**src/rtl/div_32.sv**
```systemverilog
// ============================================================================
// Module   : div_32
// Purpose  : Multicycle signed divider, one restoring radix-2 step per clock.
//            Optional remainder output is enabled by defining DIV_REMAINDER_EN.
// Revision : 1.0 - initial release
// ============================================================================
`default_nettype none

module div_32 #(
  parameter int WIDTH = 32
) (
  input  logic             clock,
  input  logic             reset_n,
  input  logic             ctrl_div,
  input  logic [WIDTH-1:0] data_operandA,
  input  logic [WIDTH-1:0] data_operandB,
  output logic [WIDTH-1:0] data_result,
  output logic             data_exception,
  output logic             data_resultRDY,
  output logic             busy
`ifdef DIV_REMAINDER_EN
  ,
  output logic [WIDTH-1:0] data_remainder
`endif
);

  localparam int CNT_W = (WIDTH > 1) ? $clog2(WIDTH) : 1;
  localparam logic [CNT_W-1:0] LAST_STEP = CNT_W'(WIDTH - 1);

  typedef enum logic [1:0] {
    S_IDLE = 2'd0,
    S_CALC = 2'd1,
    S_DONE = 2'd2
  } state_t;

  state_t             state_q;
  logic [CNT_W-1:0]   cnt_q;
  logic [WIDTH-1:0]   rem_q;
  logic [WIDTH-1:0]   quo_q;
  logic [WIDTH-1:0]   dvsr_q;
  logic               qneg_q;
`ifdef DIV_REMAINDER_EN
  logic               rneg_q;
`endif

  logic [WIDTH-1:0]   a_mag_d;
  logic [WIDTH-1:0]   b_mag_d;
  logic               b_zero_d;
  logic [WIDTH:0]     shift_rem_d;
  logic [WIDTH:0]     trial_d;
  logic [WIDTH-1:0]   rem_d;
  logic [WIDTH-1:0]   quo_d;
  logic [WIDTH-1:0]   quo_fix_d;

  // Magnitude of the most negative value stays correct read as unsigned.
  always_comb begin
    a_mag_d  = data_operandA[WIDTH-1] ? -data_operandA : data_operandA;
    b_mag_d  = data_operandB[WIDTH-1] ? -data_operandB : data_operandB;
    b_zero_d = (data_operandB == '0);
  end

  always_comb begin
    shift_rem_d = {rem_q, quo_q[WIDTH-1]};
    trial_d     = shift_rem_d - {1'b0, dvsr_q};
    rem_d       = trial_d[WIDTH] ? shift_rem_d[WIDTH-1:0] : trial_d[WIDTH-1:0];
    quo_d       = {quo_q[WIDTH-2:0], ~trial_d[WIDTH]};
    quo_fix_d   = qneg_q ? -quo_q : quo_q;
  end

  always_ff @(posedge clock) begin
    if (!reset_n) begin
      state_q        <= S_IDLE;
      cnt_q          <= '0;
      rem_q          <= '0;
      quo_q          <= '0;
      dvsr_q         <= '0;
      qneg_q         <= 1'b0;
      data_result    <= '0;
      data_exception <= 1'b0;
      data_resultRDY <= 1'b0;
      busy           <= 1'b0;
`ifdef DIV_REMAINDER_EN
      rneg_q         <= 1'b0;
      data_remainder <= '0;
`endif
    end else begin
      data_resultRDY <= 1'b0;
      if (ctrl_div) begin
        cnt_q <= '0;
        rem_q <= '0;
        if (b_zero_d) begin
          // Zeroed datapath lets DONE publish a zero quotient/remainder.
          state_q        <= S_DONE;
          quo_q          <= '0;
          dvsr_q         <= '0;
          qneg_q         <= 1'b0;
          data_result    <= '0;
          data_exception <= 1'b1;
          busy           <= 1'b0;
`ifdef DIV_REMAINDER_EN
          rneg_q         <= 1'b0;
`endif
        end else begin
          state_q        <= S_CALC;
          quo_q          <= a_mag_d;
          dvsr_q         <= b_mag_d;
          qneg_q         <= data_operandA[WIDTH-1] ^ data_operandB[WIDTH-1];
          data_exception <= 1'b0;
          busy           <= 1'b1;
`ifdef DIV_REMAINDER_EN
          rneg_q         <= data_operandA[WIDTH-1];
`endif
        end
      end else begin
        case (state_q)
          S_CALC: begin
            rem_q <= rem_d;
            quo_q <= quo_d;
            cnt_q <= cnt_q + 1'b1;
            if (cnt_q == LAST_STEP) begin
              state_q <= S_DONE;
              busy    <= 1'b0;
            end
          end
          S_DONE: begin
            data_resultRDY <= 1'b1;
            data_result    <= quo_fix_d;
            state_q        <= S_IDLE;
`ifdef DIV_REMAINDER_EN
            data_remainder <= rneg_q ? -rem_q : rem_q;
`endif
          end
          default: state_q <= S_IDLE;
        endcase
      end
    end
  end

endmodule

`default_nettype wire

```
**config.mk**
```make
export PLATFORM = sky130hd
export DESIGN_NAME = div_32
export DESIGN_NICKNAME = d
export VERILOG_FILES = /design/src/rtl/div_32.sv
export SDC_FILE = /design/constraint.sdc
export NUM_CORES = 1
export LEC_CHECK = 0
export ABC_AREA = 1
export CAP_MARGIN = 10
export CORE_MARGIN = 3
export CORE_UTILIZATION = 40
export CTS_BUF_LIST = sky130_fd_sc_hd__clkbuf_4 sky130_fd_sc_hd__clkbuf_8
export CTS_CLUSTER_SIZE = 28
export DETAILED_ROUTE_END_ITERATION = 8
export GPL_TIMING_DRIVEN = 0
export PLACE_DENSITY = 0.73
export RECOVER_POWER = 25
export SLEW_MARGIN = 20
export SYNTH_ARGS = -nofsm -noshare
export SYNTH_HDL_FRONTEND = slang
export SYNTH_SLANG_ARGS = --single-unit
```
**constraint.sdc**
```tcl
create_clock -name clock -period 2 [get_ports clock]
set_input_delay 0.4 -clock clock [delete_from_list [all_inputs] [get_ports clock]]
set_output_delay 0.4 -clock clock [all_outputs]
set_load 0.01 [all_outputs]
```
==> metrics.txt, run 1 <==
post-layout worst setup margin=-0.329 ns; DR iter-0 viols=978; EDFF count, synth=0; post-synth net total=1847; GPL Wtd Cong=0.989; RSZ-0062 raised after global routing=true; Worst-path clk slew=0.09 ns; CTS tree=yes; LEAKAGE=6.29 nW; share of the synthesized area in the top cell type=26.6%; cell area after synthesis=10500 sq um; register area=2790 sq um; met3 Use GR=5.54%; share of flip-flops with an asynchronous set or reset=0%; R2R depth=18; Final Util=52.3%; max-slew violations=0; via count=11600; Fin Hold WS=0.261 ns; layout cell share with drive strength beyond 1=13.6%; failing checks=setup timing; later-pin clock latency in the skew report=0.48 ns; worst slew pin tran=0.878 ns; Initial Utilization=41.1%; Max rail drop VDD=455 uV; GR Util met1=32.0%; Hold Crit Start=reset_n; multi-input logic area=6920 sq um; crit start category=flip-flop; Pwr Density=559 nW/um^2; Clock Skew=0.0262 ns; cell row count=58; routed vias/inst=5.20; net switching share of the total power=37.2%; R2R Setup Slk=-0.33 ns; most common cell in the netlist=nand2_1; Worst Hold Depth=3; H-tree levels=4; internal power=4.67 mW; Sw Pwr=2.77 mW; Distinct cells, synth=50; final net count=1998; Tcrit/Tclk final=116%; post-route ant nets=0; GR peak layer=met2; final hold violation count=0; Sink Count=139; clock share of power=31.6%; core region area=25500 sq um; synth warn=0; Fillers=2514; Remaining Overflow, GRT=0; fin crit period=2.33 ns; Achievable Freq=429 MHz; Post-synth top flop=dfxtp_1; GR Util All Layers=24.5%; die outline width=168 um; largest net degree at the start of global routing=17; CTS max path bufs=2; root buf cell=clkbuf_8; synth-to-layout area growth=27.1%; power share of the sequential group=40.1%; Finished Cell Area=13300 sq um; max_cap viols=0; Crit Path Class=reg -> reg; overall power=7.44 mW; Worst Path Required=2.36 ns; status=finished with violations; antenna violations before repair=3; Rel. slew slack=41.5%; Post-synth top cells=528 x nand2_1, 289 x inv_1, 139 x dfxtp_1; WL final=36.2 mm; Die Area=28200 sq um; syn_area_per_cell=6.01 sq um; diode count=0; Data arrival, critical path=2.69 ns; Worst Setup End Kind=flip-flop; Worst Hold Path EP=quo_q[1]; top cells by area, synth=dfxtp_1 27%, nand2_1 19%, inv_1 10%; first-pass GRT wire length=55.4 mm; die extent in y=168 um; wire per inst=16.2 um; Gate power share=28.3%; worst r2r src=quo_q[31]; Yosys reg bits=139; sequential cell area fraction in the yosys report=26.6%; Max FO, Critical Path=10; DP Area=11900 sq um; GRT met2 Usage=40.0%; first-pass detailed-route iteration total=6; Hold Crit Class=in -> reg; endpoints failing setup=61; DRC viols=0; post-synthesis instance total=1742; post-DP HPWL=27.6 mm; total CTS buffers=17; Synth area leader=dfxtp_1; PortBufs=98; R2R Path End=rem_q[1]; I/O Pins=102; vias in the first global route=10500
layout make-up:
type                       count  area share, %
clock buffer                  17           1.76
tap                          330           3.10
clock inverter                15           1.15
buffer                        54           2.56
multi-input combinational   1255           51.9
sequential                   139           21.0
inverter                     294           8.34
timing repair buffer         132           10.2
how the worst max path moves through the flow:
stage	startpoint	to	slack [ns]	cells past startpoint
final	quo_q[31]	rem_q[1]	-0.33	18
after global placement	data_operandB[0]	dvsr_q[26]	-0.91	12
after CTS	quo_q[31]	rem_q[30]	-0.25	19
after detailed placement	data_operandB[0]	dvsr_q[26]	-0.93	12
after global routing	quo_q[31]	rem_q[1]	-0.42	17
after floorplan	quo_q[31]	rem_q[28]	-0.05	19
critical path: stages (launching register included):
cell and delay, ns:
dfxtp_2 0.36, inv_4 0.05, ha_4 0.15, fa_2 0.35, inv_2 0.07, nand2_2 0.06, nand2_4 0.07, nand3_2 0.07
nand2_2 0.11, nand2_2 0.07, nand2_4 0.08, nand2_4 0.08, nand2_4 0.09, nand2_4 0.07, nand2_8 0.11, buf_8 0.16
nand2_1 0.07, nand3_1 0.10, a21oi_1 0.08
cells by family after synthesis:
| group | after synthesis | synth area share (%) |
|---|---|---|
| AND/OR/NAND/NOR | 869 | 35.3 |
| adder cells (fa/ha/maj) | 38 | 4.61 |
| XOR/XNOR | 63 | 5.27 |
| flip-flops | 139 | 26.6 |
| buffers and inverters | 348 | 13.4 |
| AO/OA/AOI/OAI | 285 | 14.8 |
cells in the final DEF, fill, tap and decap left out, types with 23 or more instances in the layout:
master,count
nand2_1,497
inv_1,270
dfxtp_1,133
nor2_1,119
o21ai_0,116
a21oi_1,103
nand3_1,87
clkdlybuf4s50_1,59
xor2_1,46
nand2_2,35
clkbuf_1,32
buf_4,31
dlygate4sd3_1,24
nand3_2,23
metrics by stage:
step	setup WS (ns)	TNS, ns	cells
detailed placement	-0.927	-96.04	2170
floorplan	-0.0469	-1.21	1742
finish	-0.329	-13.09	2236
CTS	-0.248	-7.16	2218
global route	-0.416	-19.63	2236
global placement	-0.912	-93.81	2170
routing by layer:
layer  vias to the layer above  wire length (um)
met4                         4              1230
met2                       439             16300
met1                      5275             15600
met5                         -                21
met3                        78              2990
li1                       5828                 -
power groups by stage:
stage	clock [mW]	combinational, mW	sequential, mW
floorplan	0	1.23	3.02
global placement	0	1.82	3.04
detailed placement	0	1.83	3.04
CTS	2.37	1.93	2.98
global route	2.50	2.32	3.00
finish	2.35	2.11	2.99
timing repair:
action | CTS | global route
endpoints found under the setup margin | 134 | 128
hold buffers | 0 | 0
setup buffers | 15 | 15
pin swaps | 13 | 35
cloned | 1 | 3
gates resized for setup | 55 | 133
sequential cells by signal (all words and copies together), names as in the netlist:
| name | flops |
|---|---|
| data_result | 32 |
| quo_q | 32 |
| busy | 1 |
| dvsr_q | 32 |
| data_resultRDY | 1 |
| qneg_q | 1 |
| data_exception | 1 |
| state_q | 2 |
| cnt_q | 5 |
| rem_q | 32 |
Power figures use the tool's default switching activity.
==> run 2: changes to the inputs <==
--- a/config.mk
+++ b/config.mk
@@ -13,7 +13,7 @@
 export CTS_CLUSTER_SIZE = 28
 export DETAILED_ROUTE_END_ITERATION = 8
 export GPL_TIMING_DRIVEN = 0
-export PLACE_DENSITY = 0.73
+export PLACE_DENSITY = 0.7
 export RECOVER_POWER = 25
 export SLEW_MARGIN = 20
 export SYNTH_ARGS = -nofsm -noshare
==> constraint.sdc (replaced) <==
create_clock -name clock -period 2.4 [get_ports clock]
set_input_delay 0.48 -clock clock [delete_from_list [all_inputs] [get_ports clock]]
set_output_delay 0.48 -clock clock [all_outputs]
set_load 0.01 [all_outputs]
==> metrics.txt, run 2 (synthesis results as in run 1) <==
status=finished with violations (unchanged); failing checks=setup timing (unchanged); Pwr Density=467 nW/um^2 (was 559 nW/um^2); Rel. slew slack=43.0% (was 41.5%); Die Area=28200 sq um (unchanged); cell row count=58 (unchanged); Remaining Overflow, GRT=0 (unchanged); LEAKAGE=6.10 nW (was 6.29 nW); fin crit period=2.40 ns (was 2.33 ns); DRC viols=0 (unchanged); I/O Pins=102 (unchanged); post-place setup slack=-0.634 ns (was -0.927 ns); diode count=0 (unchanged); critical path's top delay family=simple AND/OR/NAND/NOR gates (unchanged); RSZ-0062 raised after global routing=true (unchanged); max_cap viols=0 (unchanged); final hold violation count=0 (unchanged); PortBufs=98 (unchanged); R2R Setup Slk=-0.004 ns (was -0.33 ns); Buf/Inv on CP=3 (unchanged); first-pass detailed-route iteration total=5 (was 6); commonest non-fill, non-tap cell in the layout=nand2_1 (unchanged); crit start category=flip-flop (unchanged); R2R depth=18 (unchanged); Worst Hold Path EP=quo_q[3] (was quo_q[1]); post-layout worst setup margin=-0.00430 ns (was -0.329 ns); CTS tree=yes (unchanged); endpoints failing setup=3 (was 61); post-DP HPWL=27.7 mm (was 27.6 mm); Clock Skew=0.0268 ns (was 0.0262 ns); Worst Hold Depth=3 (unchanged); Max FO, Critical Path=7 (was 10); Data arrival, critical path=2.74 ns (was 2.69 ns); H-tree levels=4 (unchanged); die extent in y=168 um (unchanged); Hold Crit Start=reset_n (unchanged); Worst-path clk slew=0.09 ns (about the same); Initial Utilization=41.1% (unchanged); largest net degree at the start of global routing=17 (unchanged); crit path max-delay cell type=dfxtp_2 (unchanged); total CTS buffers=17 (unchanged); Worst Setup End Kind=flip-flop (unchanged); CTS max path bufs=2 (unchanged); Fillers=2514 (unchanged); Hold Crit Class=in -> reg (unchanged); Tcrit/Tclk final=100% (was 116%); DR iter-0 viols=1188 (was 978); commonest cells after routing, fill and taps aside=497 x nand2_1, 285 x inv_1, 138 x dfxtp_1 (was 497 x nand2_1, 270 x inv_1, 133 x dfxtp_1); root buf cell=clkbuf_8 (unchanged); R2R Path End=rem_q[20] (was rem_q[1]); critical path depth in cells=18 (unchanged); first-pass GRT wire length=54.5 mm (was 55.4 mm); worst r2r src=quo_q[31] (unchanged); overall power=6.01 mW (was 7.44 mW); vias in the first global route=10200 (was 10500); Crit Path Class=reg -> reg (unchanged); antenna violations before repair=1 (was 3); layout cell share with drive strength beyond 1=10.4% (was 13.6%); Max rail drop VDD=287 uV (was 455 uV); later-pin clock latency in the skew report=0.49 ns (was 0.48 ns); slowest stage delay, CP=0.37 ns (was 0.36 ns); Worst Path Required=2.73 ns (was 2.36 ns); wire per inst=16.0 um (was 16.2 um); die outline width=168 um (unchanged); post-route ant nets=0 (unchanged); GPL Wtd Cong=0.982 (was 0.989); WL final=35.6 mm (was 36.2 mm); via count=11600 (about the same); routed vias/inst=5.21 (was 5.20); synth-to-layout area growth=22.9% (was 27.1%); Achievable Freq=416 MHz (was 429 MHz); core region area=25500 sq um (unchanged); GR Util All Layers=24.1% (was 24.5%); Fin Hold WS=0.349 ns (was 0.261 ns); crit-path cells=clkinv_4, ha_4, fa_2, inv_2, nand2_2, nand2_2, nand3_2, nand2_2, nand2_2, nand2_4, nand2_4, nand2_4, nand2_4, nand2_8, clkbuf_16, nand2_1, nand3_1, a21oi_1 (was inv_4, ha_4, fa_2, inv_2, nand2_2, nand2_4, nand3_2, nand2_2, nand2_2, nand2_4, nand2_4, nand2_4, nand2_4, nand2_8, buf_8, nand2_1, nand3_1, a21oi_1); max-slew violations=0 (unchanged); worst slew pin tran=0.852 ns (was 0.878 ns); final net count=1981 (was 1998); Sink Count=139 (unchanged)
-- run 2: final cells by class --
| cell class | instances | area (sq um) | share of cell area, % |
|---|---|---|---|
| Buffer | 54 | 344 | 2.67 |
| Clock buffer | 17 | 234 | 1.82 |
| Multi-Input combinational cell | 1255 | 6640 | 51.6 |
| Timing Repair Buffer | 115 | 1210 | 9.37 |
| Tap cell | 330 | 413 | 3.21 |
| Clock inverter | 15 | 135 | 1.05 |
| Sequential cell | 139 | 2780 | 21.6 |
| Inverter | 294 | 1110 | 8.65 |
-- run 2: how the worst max path moves through the flow --
stage / slack (ns) / startpoint / to
after floorplan: 0.24 / quo_q[31] / quo_q[0]
after global placement: -0.61 / data_operandB[0] / dvsr_q[26]
after detailed placement: -0.63 / data_operandB[0] / dvsr_q[26]
after CTS: 0.01 / quo_q[31] / rem_q[19]
after global routing: -0.11 / quo_q[31] / rem_q[30]
final: -0.004 / quo_q[31] / rem_q[20]
-- run 2: worst register-to-register path, stage by stage (launching register included) --
cell       delay [ns]
dfxtp_2          0.37
clkinv_4         0.08
ha_4             0.17
fa_2             0.37
inv_2            0.07
nand2_2          0.05
nand2_2          0.09
nand3_2          0.08
nand2_2          0.11
nand2_2          0.07
nand2_4          0.07
nand2_4          0.07
nand2_4          0.09
nand2_4          0.07
nand2_8          0.13
clkbuf_16        0.19
nand2_1          0.06
nand3_1          0.06
a21oi_1          0.08
-- run 2: routing by layer --
| metal | routed length (um) | vias to the layer above | global-route usage (%) |
|---|---|---|---|
| li1 | - | 5788 | - |
| met1 | 16000 | 5263 | 32.7 |
| met2 | 16200 | 454 | 40.0 |
| met3 | 2570 | 61 | 3.62 |
| met4 | 880 | 2 | 6.94 |
| met5 | 13 | - | 0 |
-- run 2: repair_timing --
| action | 4_1_cts | 5_1_grt |
|---|---|---|
| setup endpoints to repair | 54 | 104 |
| gates resized for setup | 14 | 102 |
| setup buffers | 2 | 10 |
| pin swaps | 2 | 19 |
| hold buffers | 0 | 0 |
| gates cloned | 1 | 4 |
| hold endpoints to repair | 0 | 0 |
-- run 2: per-stage QoR --
step / utilization [%] / cells / setup TNS (ns) / area [sq um]
after floorplan: - / 1742 / 0 / 10500
after global placement: 46.6 / 2170 / -50.32 / 11900
after detailed placement: 46.6 / 2170 / -51.76 / 11900
after CTS: 48.4 / 2205 / 0 / 12300
after global routing: 50.5 / 2219 / -2.18 / 12900
final: 50.5 / 2219 / -0.00496 / 12900
-- run 2: power breakdown --
group | internal [mW] | leakage, nW | switching (mW)
combinational | 0.579 | 4.79 | 1.07
sequential | 2.40 | 1.13 | 0.0832
clock | 0.755 | 0.174 | 1.12
total | 3.74 | 6.10 | 2.27
